$ cat config.mk
export PLATFORM = sky130hd
export DESIGN_NAME = out_counter_mc
export DESIGN_NICKNAME = d
export VERILOG_FILES = /design/src/rtl/out_counter_mc.sv
export SDC_FILE = /design/constraint.sdc
export NUM_CORES = 1
export LEC_CHECK = 0
export CORE_AREA = 2 2 198 200
export DETAILED_ROUTE_END_ITERATION = 8
export DIE_AREA = 0 0 200 202
export PLACE_DENSITY = 0.54
export SYNTH_ARGS = -nofsm -noshare
export SYNTH_HDL_FRONTEND = slang
export SYNTH_SLANG_ARGS = --single-unit
$ cat constraint.sdc
create_clock -name clk -period 1.87 [get_ports clk]
set_clock_uncertainty 0.1 [all_clocks]
set_input_delay 0.187 -clock clk [delete_from_list [all_inputs] [get_ports clk]]
set_output_delay 0.187 -clock clk [all_outputs]
set_load 0.03 [all_outputs]
$ cat src/rtl/out_counter_mc.sv
// Multi-channel event counter with a per-channel programmable lock window.
// Latency: an accepted ena updates out_cnt/busy/accept at the next rising edge.
// No backpressure: ena is level-sampled and dropped while a channel is locked.
// Optional feature macro OUT_CNT_VETO_CNT_EN adds veto_cnt, a per-channel count of
// ena rising edges that arrive during a lock window.
module out_counter_mc #(
    parameter int N_CH     = 4,
    parameter int CNT_W    = 16,
    parameter int LOCK_W   = 15,
    parameter int SATURATE = 0
) (
    input  logic                    clk,
    input  logic                    reset,
    input  logic                    clr,
    input  logic [N_CH-1:0]         ena,
    input  logic [LOCK_W-1:0]       lock_time,
    output logic [N_CH*CNT_W-1:0]   out_cnt,
    output logic [N_CH-1:0]         busy,
    output logic [N_CH-1:0]         accept,
    output logic [N_CH-1:0]         ovf
`ifdef OUT_CNT_VETO_CNT_EN
    ,
    output logic [N_CH*CNT_W-1:0]   veto_cnt
`endif
);

    localparam logic ST_IDLE = 1'b0;
    localparam logic ST_LOCK = 1'b1;

    localparam logic [CNT_W-1:0] CNT_MAX = {CNT_W{1'b1}};

    for (genvar i = 0; i < N_CH; i++) begin : g_ch
        logic              state_q;
        logic [CNT_W-1:0]  cnt_q;
        logic [LOCK_W-1:0] lt_q;
        logic [LOCK_W-1:0] lock_cnt_q;
        logic              accept_q;
        logic              ovf_q;

        // Per-channel IDLE/LOCK machine: count on accept, then hold off for lt_q+1 cycles.
        // lt_q is captured at accept so a lock_time change never stretches a running window.
        always_ff @(posedge clk or negedge reset) begin
            if (!reset) begin
                state_q    <= ST_IDLE;
                cnt_q      <= '0;
                lt_q       <= '0;
                lock_cnt_q <= '0;
                accept_q   <= 1'b0;
                ovf_q      <= 1'b0;
            end else if (clr) begin
                state_q    <= ST_IDLE;
                cnt_q      <= '0;
                lock_cnt_q <= '0;
                accept_q   <= 1'b0;
                ovf_q      <= 1'b0;
            end else if (state_q == ST_IDLE) begin
                accept_q <= ena[i];
                if (ena[i]) begin
                    if (cnt_q == CNT_MAX) begin
                        ovf_q <= 1'b1;
                        cnt_q <= (SATURATE != 0) ? CNT_MAX : '0;
                    end else begin
                        cnt_q <= cnt_q + CNT_W'(1);
                    end
                    lt_q       <= lock_time;
                    lock_cnt_q <= '0;
                    state_q    <= ST_LOCK;
                end
            end else begin
                accept_q <= 1'b0;
                // Compare before increment: with lt_q all-ones the counter stops at
                // all-ones and never wraps.
                if (lock_cnt_q == lt_q) begin
                    lock_cnt_q <= '0;
                    state_q    <= ST_IDLE;
                end else begin
                    lock_cnt_q <= lock_cnt_q + LOCK_W'(1);
                end
            end
        end

        assign out_cnt[i*CNT_W +: CNT_W] = cnt_q;
        assign busy[i]                   = (state_q == ST_LOCK);
        assign accept[i]                 = accept_q;
        assign ovf[i]                    = ovf_q;

`ifdef OUT_CNT_VETO_CNT_EN
        logic             ena_q;
        logic [CNT_W-1:0] veto_q;

        // Count ena rising edges seen while locked; saturates regardless of SATURATE.
        always_ff @(posedge clk or negedge reset) begin
            if (!reset) begin
                ena_q  <= 1'b0;
                veto_q <= '0;
            end else begin
                ena_q <= ena[i];
                if (clr) begin
                    veto_q <= '0;
                end else if ((state_q == ST_LOCK) && ena[i] && !ena_q && (veto_q != CNT_MAX)) begin
                    veto_q <= veto_q + CNT_W'(1);
                end
            end
        end

        assign veto_cnt[i*CNT_W +: CNT_W] = veto_q;
`endif
    end

endmodule

Word-level counts from Yosys, hierarchy flattened
Cells that the tools add are included.

Bits in registers: 196. Input bits: 22. Output and inout port bits: 76.

Bitwise operators: 5. Multiplexer cells: 72. Equal/unequal tests: 12. Add/subtract/negate cells: 8. Reduce and logical (&&, ||, !) cells: 24.

Operators by type and width (number): $mux W16 (16); $mux W15 (16); $add A16 B1 Y16 const B (4); $eq A16 B16 Y1 const B (4); $add A15 B1 Y15 const B (4); $eq A15 B15 Y1 (4); $mux W1 (40); $reduce_and A3 Y1 (8); $reduce_bool A2 Y1 (8); $reduce_bool A3 Y1 (4); $ne A2 B2 Y1 const B (4); $reduce_and A2 Y1 (4); $not A1 Y1 (5).

Depth between registers and ports, before layout
Gate-level depths: netlist (run 1).

Word-level depth: 5. Mapped depth: 7.

Least setup slack after synthesis (run 1)
OpenSTA, ideal clock, no wires.

Path kind: reg2reg. Start: register g_ch[1].cnt_q[3]. End: register g_ch[1].cnt_q[3]. Required time: 1.651 ns. Path slack: -0.138 ns. Arrival time: 1.789 ns. Cell stages (with the launch flop): 7. Cells stage by stage: dfrtp_1 > and4_4 > nand4_4 > or4_4 > nand2_2 > buf_6 > nor2_1.

Word-level cells in the longest chain between the ends: 5. Elaborated cells on any way between the ends: 6. Those cells by class: 1 x add/sub; 1 x eq/ne; 4 x mux.

RTL lines: from (decl) (line 34) `logic [CNT_W-1:0] cnt_q;`; from (signal assigned) (line 61) `cnt_q <= (SATURATE != 0) ? CNT_MAX : '0;`; from (signal assigned) (line 63) `cnt_q <= cnt_q + CNT_W'(1);`; $add A16 B1 Y16 / $eq A16 B16 Y1 (equally long branches) (line 63, 59); $mux W16 * (line 59) `if (cnt_q == CNT_MAX) begin`; $mux W16 * (line 58) `if (ena[i]) begin`; $mux W16 * (line 56) `end else if (state_q == ST_IDLE) begin`; $mux W16 * (line 50) `end else if (clr) begin`.

Every way passes the cells marked *; elsewhere a longest branch is shown, timed or not. The select of a mux whose other input is x is not followed. A chain may end at the register's enable or synchronous reset.

Worst setup path after layout (run 1)
Start: register g_ch[0].lock_cnt_q[12]. End: register g_ch[0].lock_cnt_q[10].

Word-level cells in the longest chain between the ends: 4.

RTL lines: from (decl) (line 36) `logic [LOCK_W-1:0] lock_cnt_q;`; from (signal assigned) (line 77) `lock_cnt_q <= lock_cnt_q + LOCK_W'(1);`; $eq A15 B15 Y1 (line 73) `if (lock_cnt_q == lt_q) begin`; $mux W15 (line 73); $mux W15 (line 56); $mux W15 (line 50).

No other way between the ends.

==> results of run 1 <==
==> logic make-up after synthesis <==
group	synth area share [%]
adders and majority gates	1.06
buffers and inverters	2.72
DFF	51.7
and+or+nand+nor	18.1
AOI/OAI and AO/OA	4.70
muxes	7.12
xor gates and xnor gates	14.6
==> timing repair <==
item                       in CTS  in global routing
hold endpoints to repair      196                  0
hold buffers                    1                  0
setup endpoints to repair      71                 89
buffers inserted                0                  3
pin swaps                       0                 12
gates resized for setup        47                 38
cloned                          0                  2
==> power groups by stage <==
stage / registers (uW) / clock network (uW) / logic [uW]
floorplan: 4870 / 0 / 730
global placement: 4890 / 0 / 1250
detailed placement: 4900 / 0 / 1270
CTS: 4820 / 3790 / 1270
global route: 4850 / 3960 / 1430
finish: 4810 / 3680 / 1290
==> metrics by stage <==
step	utilization (%)	setup WS (ps)	TNS, ps	power [uW]	instance area (um^2)
2_1_floorplan	-	15.3	0	5600	9500
3_3_place_gp	30.8	-269	-8450	6140	11800
3_5_place_dp	30.8	-235	-9170	6170	11800
4_1_cts	32.2	1.61	0	9880	12300
5_1_grt	32.6	-95.5	-2080	10200	12500
6_report	32.6	5.08	0	9780	12500
==> cell type report <==
cell class	instances	area (um^2)	share of cell area (%)
Sequential cell	196	4910	39.4
Multi-Input combinational cell	656	4390	35.2
Timing Repair Buffer	209	1900	15.2
Tap cell	518	648	5.20
Clock buffer	19	453	3.63
Clock inverter	13	124	0.994
Inverter	10	37.5	0.301
==> final timing paths <==
| check | startpoint | endpoint | cells after the start |
|---|---|---|---|
| setup / recovery | g_ch[0].lock_cnt_q[12]$_DFFE_PN0P_ | g_ch[0].lock_cnt_q[10]$_DFFE_PN0P_ | 7 |
| hold / removal | reset | g_ch[0].lock_cnt_q[2]$_DFFE_PN0P_ | 2 |
| setup reg to reg | g_ch[0].lock_cnt_q[12]$_DFFE_PN0P_ | g_ch[0].lock_cnt_q[10]$_DFFE_PN0P_ | 7 |
| hold reg to reg | g_ch[1].lt_q[9]$_DFFE_PN0P_ | g_ch[1].lt_q[9]$_DFFE_PN0P_ | 1 |
| max in group asynchronous | reset | g_ch[1].lock_cnt_q[2]$_DFFE_PN0P_ | 3 |
| min in group clk | clr | g_ch[0].lock_cnt_q[2]$_DFFE_PN0P_ | 4 |
==> critical path: stages, from the launching register on <==
cell and delay, ps:
dfrtp_1 400, xor2_1 180, nor4_2 300, buf_4 160, nand4_1 130, a21oi_2 250, buf_4 190, nor2_1 50
==> cells in the final DEF, fill, tap and decap left out, types with 10 or more instances in the layout <==
master and instances:
a21oi_1 20, and3_1 11, buf_4 100, clkbuf_16 17, clkdlybuf4s50_1 39, dfrtp_1 188
dlygate4sd2_1 45, dlymetal6s2s_1 11, inv_1 10, mux2_2 60, nand2_1 70, nand3_1 43
nand4_1 29, nor2_1 131, nor3_1 25, o21ai_0 16, xnor2_1 29, xor2_1 129
==> per-layer routing <==
| layer | wire length, um | GRT usage (%) | vias up | share of wire [%] |
|---|---|---|---|---|
| met1 | 12100 | 18.3 | 3499 | 49 |
| met3 | 1730 | 4.04 | 14 | 7.1 |
| li1 | - | - | 3464 | - |
| met2 | 10400 | 18.0 | 133 | 43 |
| met5 | 0 | 0 | - | 0 |
| met4 | 229 | 2.78 | 0 | 0.93 |
==> registers in the layout, summed over array words and instances, names as in the netlist <==
signal,flops
g_ch.lock_cnt_q,60
g_ch.lt_q,60
g_ch.state_q,4
g_ch.ovf_q,4
g_ch.accept_q,4
g_ch.cnt_q,64
==> impl_summary.md, run 1 <==
Run status
The run finished with clean final reports.

STA
Setup repair after global routing could not meet its margin everywhere. The max-slew violation count was 0. The number of endpoints failing setup at the final stage is 0.

The count of final hold-check violations is 0. The final critical delay including setup and external delays is 1860 ps. Hold timing on the final database bottoms out at a slack of 53.6 ps. The portion of the clock cycle consumed by the worst path in the final layout is 99.7%. The transition time of the tightest slew-check pin is 490 ps. The headroom to the max-slew limit is 67.3%. For this run, the top clock speed supported by timing is 536 MHz.

Routing
The number of design-rule violations left by the first detailed-router iteration is 350. After detailed routing, the number of vias per cell comes to 4.39. The count of TritonRoute iterations in the first routing pass is 5. The final layout contains routed wiring with a total length of 24600 um. The post-route antenna net violation count is 0. The total via count after detailed routing is 7110. The DRC violation count after routing is 0. The average routed wire per standard cell is 15.1 um.

GRT
The via count of the first global-routing pass is 7235. Across every metal layer, demand over resource in global routing totals 12.6%. Entering global routing, the biggest net connects 78 pins. Summed over all layers, the global routing overflow is 0. The number of antenna violations at the first check in global routing came to 0. The global-route wire length before repair is 39500 um.

Synthesis
A synthesized cell averages 10.6 um^2. The number of nets produced by synthesis is 929. In this run the cell area of the synthesized design comes to 9490 um^2. The post-synthesis cell type count is 48. The most common flop cell mapped by yosys is dfrtp_1. The cell count after synthesis is 899.

By count the netlist is led by dfrtp_1 (196), nor2_1 (134), xor2_1 (129). The post-synthesis async set-or-reset flop share is 100%. The synthesized design devotes to its leading area cell type 51.7% of total area. The count of synthesis-stage warnings from yosys is 0. The count of flip-flops with a built-in enable after synthesis is 0. Sequential elements use 51.7% of the synthesized area. Counting flops and latches in the post-synthesis netlist gives 196.

The most used standard cell by instance count after synthesis is dfrtp_1. By area the synthesized netlist is led by dfrtp_1 (52%), xor2_1 (12%), mux2_2 (7.1%). The dominant cell type by area after synthesis is dfrtp_1.

Critical path
The endpoint arrival time on the critical path is 2090 ps. The worst setup path is captured at a register. STA puts the critical path data required time at 2100 ps. The reg-to-reg setup timing slack is 5 ps.

STA classifies the critical path startpoint as a register. In this run the worst path has a maximum fanout of 6. The setup path with the least slack is of type reg -> reg.

Pwr
Of the total power, the share spent switching nets is 27.2%. In this run the power spent charging and discharging nets is 2660 uW. The clock network accounts for 37.6% of the total power.

Summed over all cells, the static leakage comes to 0.00575 uW. The maximum VDD drop is 0.620 mV. Per report_power, the sequential group accounts for 49.2% of the total.

Cell internal power was estimated by the tool at 7120 uW. The share of total power in combinational logic is 13.2%. The total power per unit cell area is 785 nW/um^2.

Place
The HPWL after detailed placement is 17300 um. Once placement completed, the tool counted placed cells totaling 1583. The final RePlAce weighted congestion is 0.829. The number of buffers inserted by port buffering is 97.

Flow run
The number of max-capacitance violations reported is 0.

CTS
For the worst-skew pair, the clock arrives at the later sink with an insertion delay of 450 ps. Clock-pin slew was measured on the worst setup and hold paths at 70 ps. The clock net sink count is 196. TritonCTS built the clock tree. The number of buffers created by CTS is 17. The H-tree level count is 4.

The maximum clock insertion buffer count is 2. The library cell used as clock root buffer is clkbuf_16.

Layout
The finished layout holds 1621 standard cells, fillers aside. The post-route netlist has 21.6% of its cells at a drive strength greater than 1. The area growth from synthesis to layout is 31.4%.

The net count of the finished layout is 1120. The filler cells instantiated in the layout total 3956. 0 antenna diodes ended up in the layout.

Floorplanning
Once the floorplan was initialized, standard cells occupied 24.8% of the core. The floorplan step defined a die boundary enclosing 40400 um^2. In this run the core area contains 72 standard-cell rows.

The number of placed I/O pins is 98. The chip width is 200 um. The floorplan step set the die height to 202 um. The core area is 38300 um^2.

Hold path
The kind of path behind the tightest hold check is in -> async.
No activity file was read; power rests on OpenSTA's default activity.
==> run 2: changes to the inputs <==
--- a/config.mk
+++ b/config.mk
@@ -9,6 +9,7 @@
 export DETAILED_ROUTE_END_ITERATION = 8
 export DIE_AREA = 0 0 200 202
 export PLACE_DENSITY = 0.54
+export SLEW_MARGIN = 20
 export SYNTH_ARGS = -nofsm -noshare
 export SYNTH_HDL_FRONTEND = slang
 export SYNTH_SLANG_ARGS = --single-unit
==> results of run 2 <==
The final DEF is identical to that of run 1; final timing and power are the same.
==> run 3: changes to the inputs <==
--- a/config.mk
+++ b/config.mk
@@ -5,10 +5,10 @@
 export SDC_FILE = /design/constraint.sdc
 export NUM_CORES = 1
 export LEC_CHECK = 0
-export CORE_AREA = 2 2 198 200
+export CORE_AREA = 2 2 139 141
 export DETAILED_ROUTE_END_ITERATION = 8
-export DIE_AREA = 0 0 200 202
-export PLACE_DENSITY = 0.54
+export DIE_AREA = 0 0 141 143
+export PLACE_DENSITY = 0.87
 export SLEW_MARGIN = 20
 export SYNTH_ARGS = -nofsm -noshare
 export SYNTH_HDL_FRONTEND = slang
==> run 3 against run 2 <==
Against the previous run:
- final area shrank 2.5%
- highest routed layer unchanged
- power up 3.2%
- register-to-register slack lost 130 ps
- critical path type unchanged
- sequential power is 0.8% higher
- the flow now finishes with violations (setup timing)
==> impl_summary.md, run 3 (synthesis gave the netlist of run 1 again) <==
Layout
The net total in the final layout was 1100 (-1.8%). Relative to the synthesized area, the layout overhead comes to 28.0%. The number of diodes added for antenna fixing is 0 (unchanged). The number of flip-flops under the largest register name is 64 (unchanged). The register with the most flip-flops in the final layout is g_ch.cnt_q. The ratio of cells with drive above 1 in the final layout is 21.4% (-0.16 points). The final-layout fill cell count was 1306 (-67%). The cell area after layout is 12100 um^2 (-2.5%).

In the layout the commonest cells are dfrtp_1 (184), nor2_1 (133), xor2_1 (128). The final cell count without fillers is 1317 (-19%). The library cell used most frequently in the layout, excluding fill and tap cells, is dfrtp_1. The largest registers in the layout are g_ch.cnt_q (64), g_ch.lock_cnt_q (60), g_ch.lt_q (60).

GRT
The global-route wire length before repair is 37200 um (-5.9%). The number of antenna violations at the first check in global routing is 0 (unchanged). The total congestion overflow was 0 (unchanged). The overall fraction of global-route tracks in use is 23.5% (+11 points).

The maximum number of pins on one net before global-route repair is 58 (-26%). The via count of the first global-routing pass is 7455 (+3.0%).

Critical path
The largest stage delay on the critical path came to 720 ps (+320 ps). The endpoint class of the critical path is a register. The worst register-to-register path begins at g_ch[3].state_q$_DFF_PN0_. The capture instance of the worst register-to-register path is g_ch[3].lock_cnt_q[13]$_DFFE_PN0P_. The endpoint arrival time on the critical path is 2210 ps (+120 ps). The worst-case reg-to-reg path depth is 5 (-2). The required time of the critical path was 2090 ps (about the same). In this run the worst setup path begins at g_ch[3].state_q$_DFF_PN0_. The kind of start point of the critical path is a register.

The buffering stage count on the worst path with inverters included was 0 (-2). The highest fanout seen on the critical path was 4 (-2). The critical path goes through o311ai_0, nor3_2, nand3_1, xor2_1, nor2_1.

The reg-to-reg setup timing slack is -120 ps (-130 ps). The library cell contributing the largest single delay on the critical path is o311ai_0. The critical path class is reg -> reg. Grouping stages by cell kind, the critical path spends the most delay in compound AO/OA/AOI/OAI gates.

CTS
The clock latency on the worst-skew pair came to 440 ps (about the same). The clock net sink count came to 196 (unchanged). The cell sitting at the root of the clock tree is a clkbuf_16. The number of buffers created by CTS is 17 (unchanged). TritonCTS built the clock tree.

The clock transition at the register clock pins on the worst setup and hold paths after CTS was 70 ps (about the same). The H-tree level count came to 4 (unchanged). The maximum clock insertion buffer count was 2 (unchanged).

STA
The transition time of the tightest slew-check pin was 788 ps (+298 ps). The portion of the clock cycle consumed by the worst path in the final layout was 107% (+6.8 points). The maximum operating frequency is 502 MHz (-6.4%). The worst-case setup margin in the final layout is -122 ps (-127 ps).

The headroom to the max-slew limit is 46.8% (-21 points). The tightest hold margin came to 89.6 ps (+36.0 ps). The number of endpoints failing setup at the final stage is 13 (+13).

The max-slew violation count is 0 (unchanged). The count of final hold-check violations was 0 (unchanged). The final critical delay including setup and external delays was 1990 ps (+127 ps). Setup repair after global routing could not meet its margin everywhere.

Routing
The count of TritonRoute iterations in the first routing pass is 5 (unchanged). The total via count after detailed routing is 7500 (+5.5%). The average routed wire per standard cell is 18.5 um (+22%).

The post-route antenna net violation count was 0 (unchanged). The DRC violation count after routing is 0 (unchanged). The via count normalized by instance count was 5.69 (+30%). The post-detailed-routing wire length came to 24300 um (-0.95%). The number of design-rule violations left by the first detailed-router iteration is 600 (+71%).

Floorplanning
The number of placed I/O pins is 98 (unchanged). The standard-cell row count is 50 (-31%). The core area is 18600 um^2 (-51%). The total die area is 20200 um^2 (-50%).

The die boundary height is 143 um (-29%). The starting density of the core came to 51.1% (+26 points). The chip width is 141 um (-30%).

Place
The final RePlAce weighted congestion is 0.875 (+5.5%). The number of buffers inserted by port buffering is 97 (unchanged). The placed standard-cell area is 11200 um^2 (-4.6%).

The HPWL after detailed placement is 16100 um (-7.1%). The number of placed instances with taps included came to 1270 (-20%).

Run status
The final reports fail on setup timing. The flow ran to the end, but the final reports show violations.

Flow run
The number of max-capacitance violations reported is 0 (unchanged).

Pwr
The static leakage power is 0.00568 uW (-1.3%). The total power per unit cell area was 831 nW/um^2 (+5.9%). The overall power of the completed layout was 10100 uW (+3.2%).

The maximum VDD drop is 0.820 mV (+32%).

Hold path
The capture endpoint of the worst hold path is g_ch[2].state_q$_DFF_PN0_. Along the worst hold path, the cell count comes to 2. The path class of the tightest hold or removal check is in -> reg. The worst hold path begins at clr.
-- run 3: cell count changes in the layout (fill, tap and decap cells not counted), moves of 3 or more --
cell	change
buf_4	-23
clkdlybuf4s50_1	+8
clkinv_2	-3
clkinv_4	+3
dfrtp_1	-4
dfrtp_2	+4
dlygate4sd2_1	-10
nor3_1	-4
nor3_2	+3
nor4_1	-3
o311ai_0	+3
o311ai_1	-3
-- run 3: report_power, final --
part	switching, uW	internal (uW)
clock	1680	2200
combinational	717	641
sequential	282	4570
total	2680	7410
-- run 3: how the worst max path moves through the flow --
stage                                         endpoint  slack (ps)  depth (start not counted)
floorplan                g_ch[1].cnt_q[14]$_DFFE_PN0P_          20                          6
CTS                  g_ch[3].lock_cnt_q[7]$_DFFE_PN0P_         -10                          6
global placement          g_ch[0].cnt_q[9]$_DFFE_PN0P_        -230                          6
global route        g_ch[3].lock_cnt_q[13]$_DFFE_PN0P_        -260                          5
detailed placement        g_ch[0].cnt_q[9]$_DFFE_PN0P_        -290                          6
finish              g_ch[3].lock_cnt_q[13]$_DFFE_PN0P_        -120                          5
-- run 3: per-stage QoR --
step / util (%) / setup WS, ps / TNS (ps)
finish: 65.4 / -122 / -745
global route: 65.4 / -265 / -3270
CTS: 64.0 / -10.1 / -48.9
detailed placement: 60.5 / -287 / -5590
global placement: 60.5 / -232 / -2840
floorplan: - / 15.3 / 0
-- run 3: area by class of cell --
class / count / area [um^2] / share of cell area [%]
clock buffers: 19 / 453 / 3.73
flip-flops and latches: 196 / 4920 / 40.5
repair buffers: 189 / 1790 / 14.7
clock inverters: 13 / 175 / 1.44
inverters: 10 / 37.5 / 0.309
multi-input cells: 656 / 4480 / 36.9
well taps: 234 / 293 / 2.41
-- run 3: layer usage --
layer	vias up	routed length [um]	track usage, %
li1	3418	-	-
met1	3761	9950	29.8
met2	262	12400	39.1
met3	59	1210	4.63
met4	0	704	11.1
met5	-	0	0
-- run 3: repair_timing --
action	CTS	global route
setup endpoints to repair	77	84
endpoints found under the hold margin	52	0
buffers inserted	2	9
hold buffers	1	0
pin swaps	1	14
cloned	1	2
gates resized for setup	44	49
